--- src/rtl/sub_serial32_pkg.sv ---
// Shared constants for the slice-serial subtractor: default widths, derived
// slice count and index width, and the controller state encoding.
package sub_serial32_pkg;

   localparam int unsigned DefW      = 32;
   localparam int unsigned DefSliceW = 8;
   localparam int unsigned DefN      = DefW / DefSliceW;

   // Index counter width; at least one bit so a single-slice build still elaborates.
   function automatic int unsigned idx_width(input int unsigned n);
      return (n > 1) ? $clog2(n) : 1;
   endfunction

   localparam int unsigned DefIdxW = idx_width(DefN);

   typedef enum logic [1:0] {
      StIdle = 2'd0,
      StCalc = 2'd1,
      StDone = 2'd2
   } state_e;

endpackage

--- src/rtl/sub_slice.sv ---
// One slice of the subtractor: {co, s} = a + ~b + ci.
module sub_slice #(
   parameter int unsigned SLICE_W = 8
) (
   input  logic [SLICE_W-1:0] a,
   input  logic [SLICE_W-1:0] b,
   input  logic               ci,
   output logic [SLICE_W-1:0] s,
   output logic               co
);

   logic [SLICE_W:0] sum;

   // Widen every term so the carry out of the top bit is kept.
   always_comb begin
      sum = {1'b0, a} + {1'b0, ~b} + {{SLICE_W{1'b0}}, ci};
      s   = sum[SLICE_W-1:0];
      co  = sum[SLICE_W];
   end

endmodule

--- src/rtl/sub_serial32.sv ---
// Multi-cycle subtractor d = a - b - bi, one slice per clock, LSB slice first,
// with start/done handshake and borrow, zero and signed-overflow flags.
module sub_serial32
   import sub_serial32_pkg::*;
#(
   parameter int unsigned W       = DefW,
   parameter int unsigned SLICE_W = DefSliceW
) (
   input  logic         clk,
   input  logic         rst,
   input  logic         start,
   input  logic [W-1:0] a,
   input  logic [W-1:0] b,
   input  logic         bi,
   output logic         busy,
   output logic         done,
   output logic [W-1:0] d,
   output logic         bo,
   output logic         zero,
   output logic         ovf
);

   localparam int unsigned N    = W / SLICE_W;
   localparam int unsigned IdxW = idx_width(N);
   localparam logic [IdxW-1:0] LastK = IdxW'(N - 1);

   state_e            state;
   logic [W-1:0]      a_lat;
   logic [W-1:0]      b_lat;
   logic [W-1:0]      res;
   logic [W-1:0]      res_next;
   logic              carry;
   logic [IdxW-1:0]   k;
   logic [SLICE_W-1:0] a_sl;
   logic [SLICE_W-1:0] b_sl;
   logic [SLICE_W-1:0] s_sl;
   logic               co_sl;

   // Select slice k of the latched operands for the shared slice unit.
   always_comb begin
      a_sl = a_lat[k*SLICE_W +: SLICE_W];
      b_sl = b_lat[k*SLICE_W +: SLICE_W];
   end

   sub_slice #(
      .SLICE_W (SLICE_W)
   ) u_slice (
      .a  (a_sl),
      .b  (b_sl),
      .ci (carry),
      .s  (s_sl),
      .co (co_sl)
   );

   // Internal result with the current slice merged in, so the final slice can
   // be published to d on the same edge that enters DONE.
   always_comb begin
      res_next = res;
      res_next[k*SLICE_W +: SLICE_W] = s_sl;
   end

   // Controller FSM with registered handshake outputs and result flags.
   always_ff @(posedge clk) begin
      if (rst) begin
         state <= StIdle;
         busy  <= 1'b0;
         done  <= 1'b0;
         d     <= '0;
         bo    <= 1'b0;
         zero  <= 1'b0;
         ovf   <= 1'b0;
         a_lat <= '0;
         b_lat <= '0;
         res   <= '0;
         carry <= 1'b0;
         k     <= '0;
      end else begin
         unique case (state)
            StIdle: begin
               done <= 1'b0;
               if (start) begin
                  a_lat <= a;
                  b_lat <= b;
                  carry <= ~bi;
                  k     <= '0;
                  busy  <= 1'b1;
                  state <= StCalc;
               end
            end
            StCalc: begin
               res   <= res_next;
               carry <= co_sl;
               k     <= k + 1'b1;
               if (k == LastK) begin
                  state <= StDone;
                  done  <= 1'b1;
                  d     <= res_next;
                  bo    <= ~co_sl;
                  zero  <= (res_next == '0);
                  ovf   <= (a_lat[W-1] != b_lat[W-1]) && (res_next[W-1] != a_lat[W-1]);
               end
            end
            StDone: begin
               done  <= 1'b0;
               busy  <= 1'b0;
               state <= StIdle;
            end
            default: begin
               state <= StIdle;
            end
         endcase
      end
   end

endmodule

--- config.mk ---
export PLATFORM = sky130hd
export DESIGN_NAME = sub_serial32
export DESIGN_NICKNAME = d
export VERILOG_FILES = /design/src/rtl/sub_serial32_pkg.sv /design/src/rtl/sub_slice.sv /design/src/rtl/sub_serial32.sv
export SDC_FILE = /design/constraint.sdc
export NUM_CORES = 1
export LEC_CHECK = 0
export ABC_AREA = 1
export BUFFER_PORTS_ARGS = -buffer_cell sky130_fd_sc_hd__buf_2
export CELL_PAD_IN_SITES_DETAIL_PLACEMENT = 1
export CELL_PAD_IN_SITES_GLOBAL_PLACEMENT = 2
export CORE_AREA = 2 2 156 158
export DETAILED_ROUTE_END_ITERATION = 10
export DIE_AREA = 0 0 158 160
export GPL_TIMING_DRIVEN = 0
export PLACE_DENSITY = 0.7
export REMOVE_ABC_BUFFERS = 1
export SLEW_MARGIN = 20
export SYNTH_ARGS = -nofsm -noshare
export SYNTH_HDL_FRONTEND = slang
export SYNTH_SLANG_ARGS = --single-unit
--- constraint.sdc ---
create_clock -name clk -period 3.35 [get_ports clk]
set_input_delay 0.335 -clock clk [delete_from_list [all_inputs] [get_ports clk]]
set_output_delay 0.335 -clock clk [all_outputs]
set_load 0.03 [all_outputs]
After elaboration in Yosys (flattened, before gate mapping) --
Index checks and enable logic that the tools add are counted.
Cells by class: add/subtract/negate cells 4, equality and inequality tests 7, shifts and indexed selects 4, multiplexer cells 12, bitwise gates (word level) 3, reduce and logical (&&, ||, !) cells 13
Operators with widths (count):
- $shiftx 32x6->8 | 2
- $neg 5->34 | 1
- $shift 8x34->32 const A | 1
- $shiftx 8x34->32 | 1
- $bwmux 32 | 1
- $logic_not 32->1 | 1
- $reduce_and 2->1 | 6
- $add 8x8->9 | 1
- $add 9x1->9 | 1
- $not 8->8 | 1
- $pmux 2 s2 | 2
- $mux 2 | 3
- $pmux 1 s2 | 3
- $reduce_bool 2->1 | 3
- $eq 2x2->1 const B | 2
- $ne 2x2->1 const B | 2
- $mux 1 | 3
- $add 2x1->2 const B | 1
- $eq 2x1->1 const B | 1
- $logic_not 2->1 | 1
- $ne 1x1->1 | 2
- $not 1->1 | 2
- $reduce_or 2->1 | 1
- $logic_and 1x1->1 | 1
Word-level totals: flip-flop bits (word level) 138, bits of input ports 68, output and inout port bits 37

Longest topological paths before layout --
Gate-level depths: netlist (run 1).
depth in word-level cells 8, gate-level depth with buffers 23, depth with buffers taken out 20

Hierarchy --
A second synthesis (run 1) with hierarchy kept.
Second synthesis, totals: cell total of the unflattened synthesis 956, area total of the unflattened synthesis 6583.8 µm²
By module, submodules not included:
- sub_serial32 | times used 1, cells an instance 880, area an instance 6169.7 µm², seq. area each 2762.6 µm²
- sub_slice | times used 1, cells an instance 76, area an instance 414.1 µm², seq. area each 0.0 µm²

Least setup slack after synthesis (run 1) --
Ideal clock, no wire load.
path type reg2reg, start point register k[0], end point register zero, library setup time 0.066 ns, arrival 3.101 ns, setup slack 0.183 ns, stages on the path, launching flop included 20, path buffers 3, clock period less this slack 3.167 ns, cell sequence dfxtp_1 > buf_2 > buf_2 > buf_1 > nand2_1 > a32o_1 > fa_1 > inv_1 > fa_1 > nand3_1 > o21ai_1 > nor2_1 > nand2_1 > nor2_1 > nand3_1 > nor2_1 > nand3_1 > nor2_1 > nand2_1 > a21oi_2
On the way: longest elaborated chain between the ends 7
Ends and longest elaborated chain:
- start, declared | RTL line sub_serial32.sv:33 | logic [IdxW-1:0] k;
- start signal, assigned | RTL line sub_serial32.sv:93 | k <= k + 1'b1;
- $shiftx 32x6->8 | RTL line sub_serial32.sv:42 | b_sl = b_lat[k*SLICE_W +: SLICE_W];
- $not 8->8 | RTL line sub_slice.sv:16 | sum = {1'b0, a} + {1'b0, ~b} + {{SLICE_W{1'b0}}, ci};
- $add 8x8->9 | RTL line sub_slice.sv:16
- $add 9x1->9 | RTL line sub_slice.sv:16
- $shiftx 8x34->32 | RTL line sub_serial32.sv:59 | res_next[k*SLICE_W +: SLICE_W] = s_sl;
- $bwmux 32 | RTL line sub_serial32.sv:59
- $logic_not 32->1 | RTL line sub_serial32.sv:99 | zero <= (res_next == '0);
- end signal, assigned | RTL line sub_serial32.sv:99
- end, declared | RTL line sub_serial32.sv:19 | output logic zero,
Parallel ways exist; a longest one is shown, timed or not. A chain may end at the register's enable or synchronous reset.

Final worst setup path (run 1) --
start point register k[1], end point register zero
The elaborated chain is that of the path after synthesis.

==> impl_metrics.csv, run 1 <==
group,metric,value,unit
synthesis,postSynthCellCount,934,
critical_path,crit_chain,"clkinvlp_4 -> buf_4 -> a21oi_1 -> a32o_2 -> fa_2 -> inv_4 -> fa_2 -> nand3_2 -> o21ai_1 -> nor2_1 -> nand2_1 -> nor2_4 -> nand3_2 -> nor2_1 -> nand3_1 -> nor2_1 -> nand2_1 -> a21oi_2",
finish,area.growth.synth_to_final,23.2,%
finish,n_fill_cell,3010,
detailed_routing,drt_iter0_markers,199,
critical_path,cp.arrival,3.50,ns
die,fp.dieW,158,um
worst_hold_path,hp-start,"a[6]",
worst_hold_path,hold_class,"primary input to flip-flop",
clocking,cts.sinks,138,
worst_hold_path,hold_end,"a_lat[6]",
detailed_routing,drcViolationCount,0,
timing,slew_viol_final,0,
global_routing,gr-total-overflow,0,
status,status,"finished, final reports clean",
clocking,h-tree-depth,4,
power_and_ir_drop,ir_drop,0.221,mV
die,die_area,25300,um^2
critical_path,timing.rr.start,"k[1]",
die,dieHeight,160,um
synthesis,yosysSeqAreaShare,0.422,
finish,seq_area,2770,um^2
critical_path,slowest_delay,0.48,ns
critical_path,crit_top_cell,"nor2_1",
timing,worst_slew_pin_slew,0.839,ns
finish,multi_input_area,3150,um^2
timing,final.setup.worst_slack,0.196,ns
power_and_ir_drop,power,4.68,mW
timing,timing.final.crit_period,3.15,ns
synthesis,synth_seq_cells,138,
finish,diodes,0,
critical_path,r2r_end,"zero",
power_and_ir_drop,leakage,3.91,nW
critical_path,required,3.70,ns
critical_path,path_max_fanout,4,
worst_hold_path,worstHoldPathCells,3,
die,rows,57,
die,ioPinCount,105,
clocking,cts_tree,"done",
finish,final_cell_mix,"nor2_1 (195), dfxtp_1 (136), o21ai_0 (129)",
timing,rsz0062_at_grt,"false",
die,start_util,0.275,
detailed_routing,via_per_inst,4.52,
power_and_ir_drop,powerDensity,581,nW/um^2
critical_path,rrSetupSlack,0.20,ns
clocking,cts.hold.buffers_added,0,
clocking,cts-buffers-inserted,17,
synthesis,synth_area,6550,um^2
clocking,clkTransAtPathRegs,0.07,ns
timing,slew_headroom,0.440,
clocking,clkLatencyLatePin,0.42,ns
finish,final_layout_size_suffix_gt1_frac,0.198,
detailed_routing,wl,20000,um
critical_path,worstSetupPathType,"flip-flop to flip-flop",
critical_path,end_kind,"flip-flop",
timing,hold_viol,0,
global_routing,grt_pass1_vias,6292,
clocking,cts.path.max_buffers,2,
placed_design,io_buffers,104,
global_routing,antenna_found_initial,0,
placed_design,globalplace.congestion,0.715,
placed_design,dp_hpwl,12800,um
finish,nets,1098,
detailed_routing,dr.pass1.iters,4,
timing,finClkSkew,0.0154,ns
synthesis,ys_warn_count,0,
critical_path,worstRegToRegCells,18,
critical_path,cp-start-kind,"flip-flop",
global_routing,grt_pass1_wl,32900,um
finish,layout_commonest_cell,"nor2_1",
synthesis,synth.avg_cell_area,7.01,um^2
die,core,23800,um^2
clocking,clock-root-buffer,"clkbuf_16",
detailed_routing,ant_nets,0,
timing,fin_crit_sh,0.941,
detailed_routing,wire_per_inst,14.8,um
timing,fmax,317,MHz
global_routing,grt_usage,0.166,
timing,setup_viol,0,
detailed_routing,num_vias,6108,
placed_design,pre_cts_slack,-1.09,ns
critical_path,critical_path.slowest_cell,"fa_2",
job,drv_cap,0,
synthesis,yosys.cell_types.count,34,
global_routing,grt_max_degree,110,
metrics by stage:
step	area (um^2)	std cells	hold WS (ns)	utilization	setup TNS, ns
finish	8070	1352	0.164	0.339	0
global route	8070	1352	0.169	0.339	0
CTS	7990	1348	0.141	0.335	0
detailed placement	7290	1308	0.461	0.306	-21.68
global placement	7250	1307	0.451	0.304	-209.52
floorplan	6330	879	0.397	-	-7.25
critical path: cells and delay by family, from the launching register on:
kind | cells | cell delay, ns
fa+ha+maj | 2 | 0.89
simple gates | 9 | 0.98
compound gates | 4 | 0.46
buf+inv | 3 | 0.38
flops | 1 | 0.37
kinds of logic after synthesis:
| logic type | Yosys count | share of synthesized area |
|---|---|---|
| and+or+nand+nor | 368 | 0.235 |
| AOI/OAI and AO/OA | 235 | 0.208 |
| DFF | 138 | 0.422 |
| adders and majority gates | 15 | 0.0310 |
| buffers and inverters | 178 | 0.104 |
synthesized netlist by cell type (all sizes together):
cell type,number,area [um^2]
dfxtp,138,2760
nand3b,1,7.51
o21bai,15,113
o21ai,134,671
buf,19,86.3
nand4,10,68.8
nand3,28,165
a211oi,1,7.51
clkinv,1,3.75
a32o,7,70.1
a21oi,32,171
o211ai,22,165
or2,1,6.26
fa,2,40.0
nor2,200,766
a31oi,2,18.8
clkbuf,36,135
o21a,7,52.6
o22ai,15,93.8
inv,122,458
ha,13,163
nand2,128,523
final cells by class:
| cell class | instances | area share |
|---|---|---|
| Clock buffer | 18 | 0.0545 |
| Clock inverter | 14 | 0.0172 |
| Inverter | 123 | 0.0624 |
| Multi-Input combinational cell | 618 | 0.390 |
| Sequential cell | 138 | 0.343 |
| Tap cell | 324 | 0.0503 |
| Timing Repair Buffer | 115 | 0.0799 |
| Timing Repair inverter | 2 | 0.00233 |
repair_timing:
item | 4_1_cts | 5_1_grt
pin swaps | 0 | 7
buffers inserted | 6 | 4
gates resized for setup | 12 | 13
endpoints found under the setup margin | 60 | 3
gates cloned | 2 | 1
routing by layer:
metal,track usage,wire (um)
met1,0.226,10000
met2,0.272,9310
met3,0.0304,527
met4,0.0381,115
met5,0,0
worst max path at each step:
stage               start  endpoint  slack [ns]  cells past startpoint
floorplan            k[0]      zero       -0.59                     17
global placement     k[0]      zero       -2.55                     17
detailed placement   k[1]      zero       -1.09                     16
CTS                  k[0]      zero        0.02                     18
global route         k[0]      zero       0.005                     18
finish               k[1]      zero        0.20                     18
state kept, by name, indices dropped and copies added (netlist names):
signal  flops
b_lat      32
d          32
carry       1
ovf         1
busy        1
done        1
k           2
state       2
a_lat      32
res        32
bo          1
zero        1
report_power, final:
part / internal (mW) / total (mW) / leakage, nW / switching (mW)
Combinational: 0.345 / 1.03 / 2.51 / 0.683
Sequential: 1.75 / 1.80 / 1.14 / 0.0498
Clock: 1.06 / 1.86 / 0.264 / 0.801
No activity file was read; power rests on OpenSTA's default activity.
==> run 2, diff against run 1 <==
CORE_AREA = 2 2 133 186   (was 2 2 156 158)
DIE_AREA = 0 0 135 188   (was 0 0 158 160)
GPL_TIMING_DRIVEN = 1   (was 0)
SETUP_SLACK_MARGIN = 0.15   (was not set)
==> run 2 against run 1 <==
- critical path depth fell by 1
- cell area decreased by 0.29%
- via count increased by 0.98%
- clock skew shrank 0.0073 ns
==> impl_metrics.csv, run 2 (synthesis results as in run 1) <==
group,metric,value,unit
status,status,"finished, final reports clean",
die,dieHeight,188,um
job,drv_cap,0,
placed_design,numPlacedInstances,1314,
global_routing,antenna_found_initial,0,
finish,final_cells,1346,
global_routing,grt_max_degree,68,
timing,slew_viol_final,0,
placed_design,dp_hpwl,15000,um
critical_path,path_max_fanout,7,
finish,final_cell_mix,"nor2_1 (196), dfxtp_1 (137), o21ai_0 (130)",
timing,slew_headroom,0.547,
critical_path,r2r_end,"zero",
die,die_area,25400,um^2
power_and_ir_drop,leakage,3.97,nW
clocking,h-tree-depth,4,
critical_path,rrSetupSlack,0.44,ns
global_routing,grt.busiest_layer,"met2",
global_routing,grt.met2_usage,0.306,
finish,final_layout_size_suffix_gt1_frac,0.194,
critical_path,worstRegToRegCells,17,
clocking,cts.hold.buffers_added,0,
finish,nets,1106,
clocking,postCtsSetupRepairBufs,0,
clocking,cts_tree,"done",
finish,layout_commonest_cell,"nor2_1",
timing,tns,0,ns
timing,fmax,344,MHz
critical_path,cp.arrival,3.27,ns
global_routing,gr-total-overflow,0,
die,start_util,0.275,
clocking,clkLatencyLatePin,0.43,ns
timing,hold_viol,0,
critical_path,timing.rr.start,"k[0]",
detailed_routing,num_vias,6168,
global_routing,grt_pass1_vias,6327,
power_and_ir_drop,powerDensity,590,nW/um^2
clocking,cts.sinks,138,
clocking,cts.path.max_buffers,2,
placed_design,placedInstanceArea,7430,um^2
critical_path,cp-start-kind,"flip-flop",
timing,timing.final.crit_period,2.91,ns
clocking,cts-buffers-inserted,17,
timing,fin_crit_sh,0.868,
timing,worst_slew_pin_slew,0.678,ns
detailed_routing,drcViolationCount,0,
timing,setup_viol,0,
finish,diodes,0,
power_and_ir_drop,power,4.74,mW
finish,area.growth.synth_to_final,22.8,%
die,rows,67,
clocking,clock-root-buffer,"clkbuf_16",
die,fp.dieW,135,um
placed_design,io_buffers,104,
global_routing,grt_usage,0.165,
power_and_ir_drop,ir_drop,0.380,mV
timing,rsz0062_at_grt,"false",
detailed_routing,wl,20300,um
critical_path,worstSetupPathType,"flip-flop to flip-flop",
critical_path,crit_path_end,"zero",
detailed_routing,drt_iter0_markers,175,
detailed_routing,ant_nets,0,
global_routing,grt_use_met1,0.185,
detailed_routing,wire_per_inst,15.1,um
critical_path,required,3.71,ns
die,ioPinCount,105,
die,core,23800,um^2
worst_hold_path,hold_class,"primary input to flip-flop",
global_routing,grtUsageMet3,0.0311,
critical_path,startpoint,"k[0]",
clocking,clkTransAtPathRegs,0.06,ns
placed_design,globalplace.congestion,0.864,
finish,finalCoreUtilization,0.338,
finish,final_area,8040,um^2
detailed_routing,via_per_inst,4.58,
detailed_routing,dr.pass1.iters,4,
critical_path,end_kind,"flip-flop",
finish,n_fill_cell,3045,
timing,finClkSkew,0.00811,ns
global_routing,grt_pass1_wl,32700,um
## run 2: worst min-delay path by stage
stage | from | cells past startpoint | endpoint
2_1_floorplan | rst | 1 | zero
3_3_place_gp | carry | 2 | carry
3_5_place_dp | carry | 2 | carry
4_1_cts | a[26] | 3 | a_lat[26]
5_1_grt | a[10] | 3 | a_lat[10]
6_report | a[2] | 3 | a_lat[2]
## run 2: area by class of cell
| cell class | count | area [um^2] | share of cell area |
|---|---|---|---|
| clock inverter | 13 | 150 | 0.0187 |
| tap | 310 | 388 | 0.0482 |
| clock buffer | 19 | 453 | 0.0563 |
| multi-input combinational | 618 | 3110 | 0.387 |
| inverter | 123 | 462 | 0.0574 |
| sequential | 138 | 2760 | 0.344 |
| timing repair buffer | 125 | 716 | 0.0890 |
## run 2: per-layer routing
| layer | share of wire | vias to the layer above | routed length (um) |
|---|---|---|---|
| met5 | 0 | - | 0 |
| met4 | 0.021 | 0 | 425 |
| met3 | 0.024 | 23 | 492 |
| met2 | 0.53 | 81 | 10800 |
| met1 | 0.42 | 2878 | 8570 |
| li1 | - | 3186 | - |
## run 2: per-stage QoR
step	hold WS, ns	worst slack [ns]
floorplan	0.397	-0.592
global placement	0.462	0.352
detailed placement	0.463	0.280
CTS	0.140	0.264
global route	0.163	0.166
finish	0.157	0.443
## run 2: power by group
group,switching (mW),internal [mW]
sequential,0.0579,1.75
clock,0.735,1.20
combinational,0.658,0.340
total,1.45,3.29
## run 2: critical path: stages, from the launching register on
cell	delay [ns]
dfxtp_2	0.35
inv_2	0.12
nand2_1	0.07
a32o_1	0.23
fa_1	0.38
inv_1	0.12
fa_2	0.49
nand3_1	0.13
o21ai_1	0.08
nor2_1	0.13
nand2_1	0.07
nor2_1	0.09
nand3_1	0.12
nor2_1	0.11
nand3_1	0.08
nor2_1	0.11
nand2_1	0.07
a21oi_2	0.10
## run 2: what timing repair did
item	CTS	global route
gates resized for setup	0	4
endpoints found under the setup margin	0	1
endpoints found under the hold margin	0	0
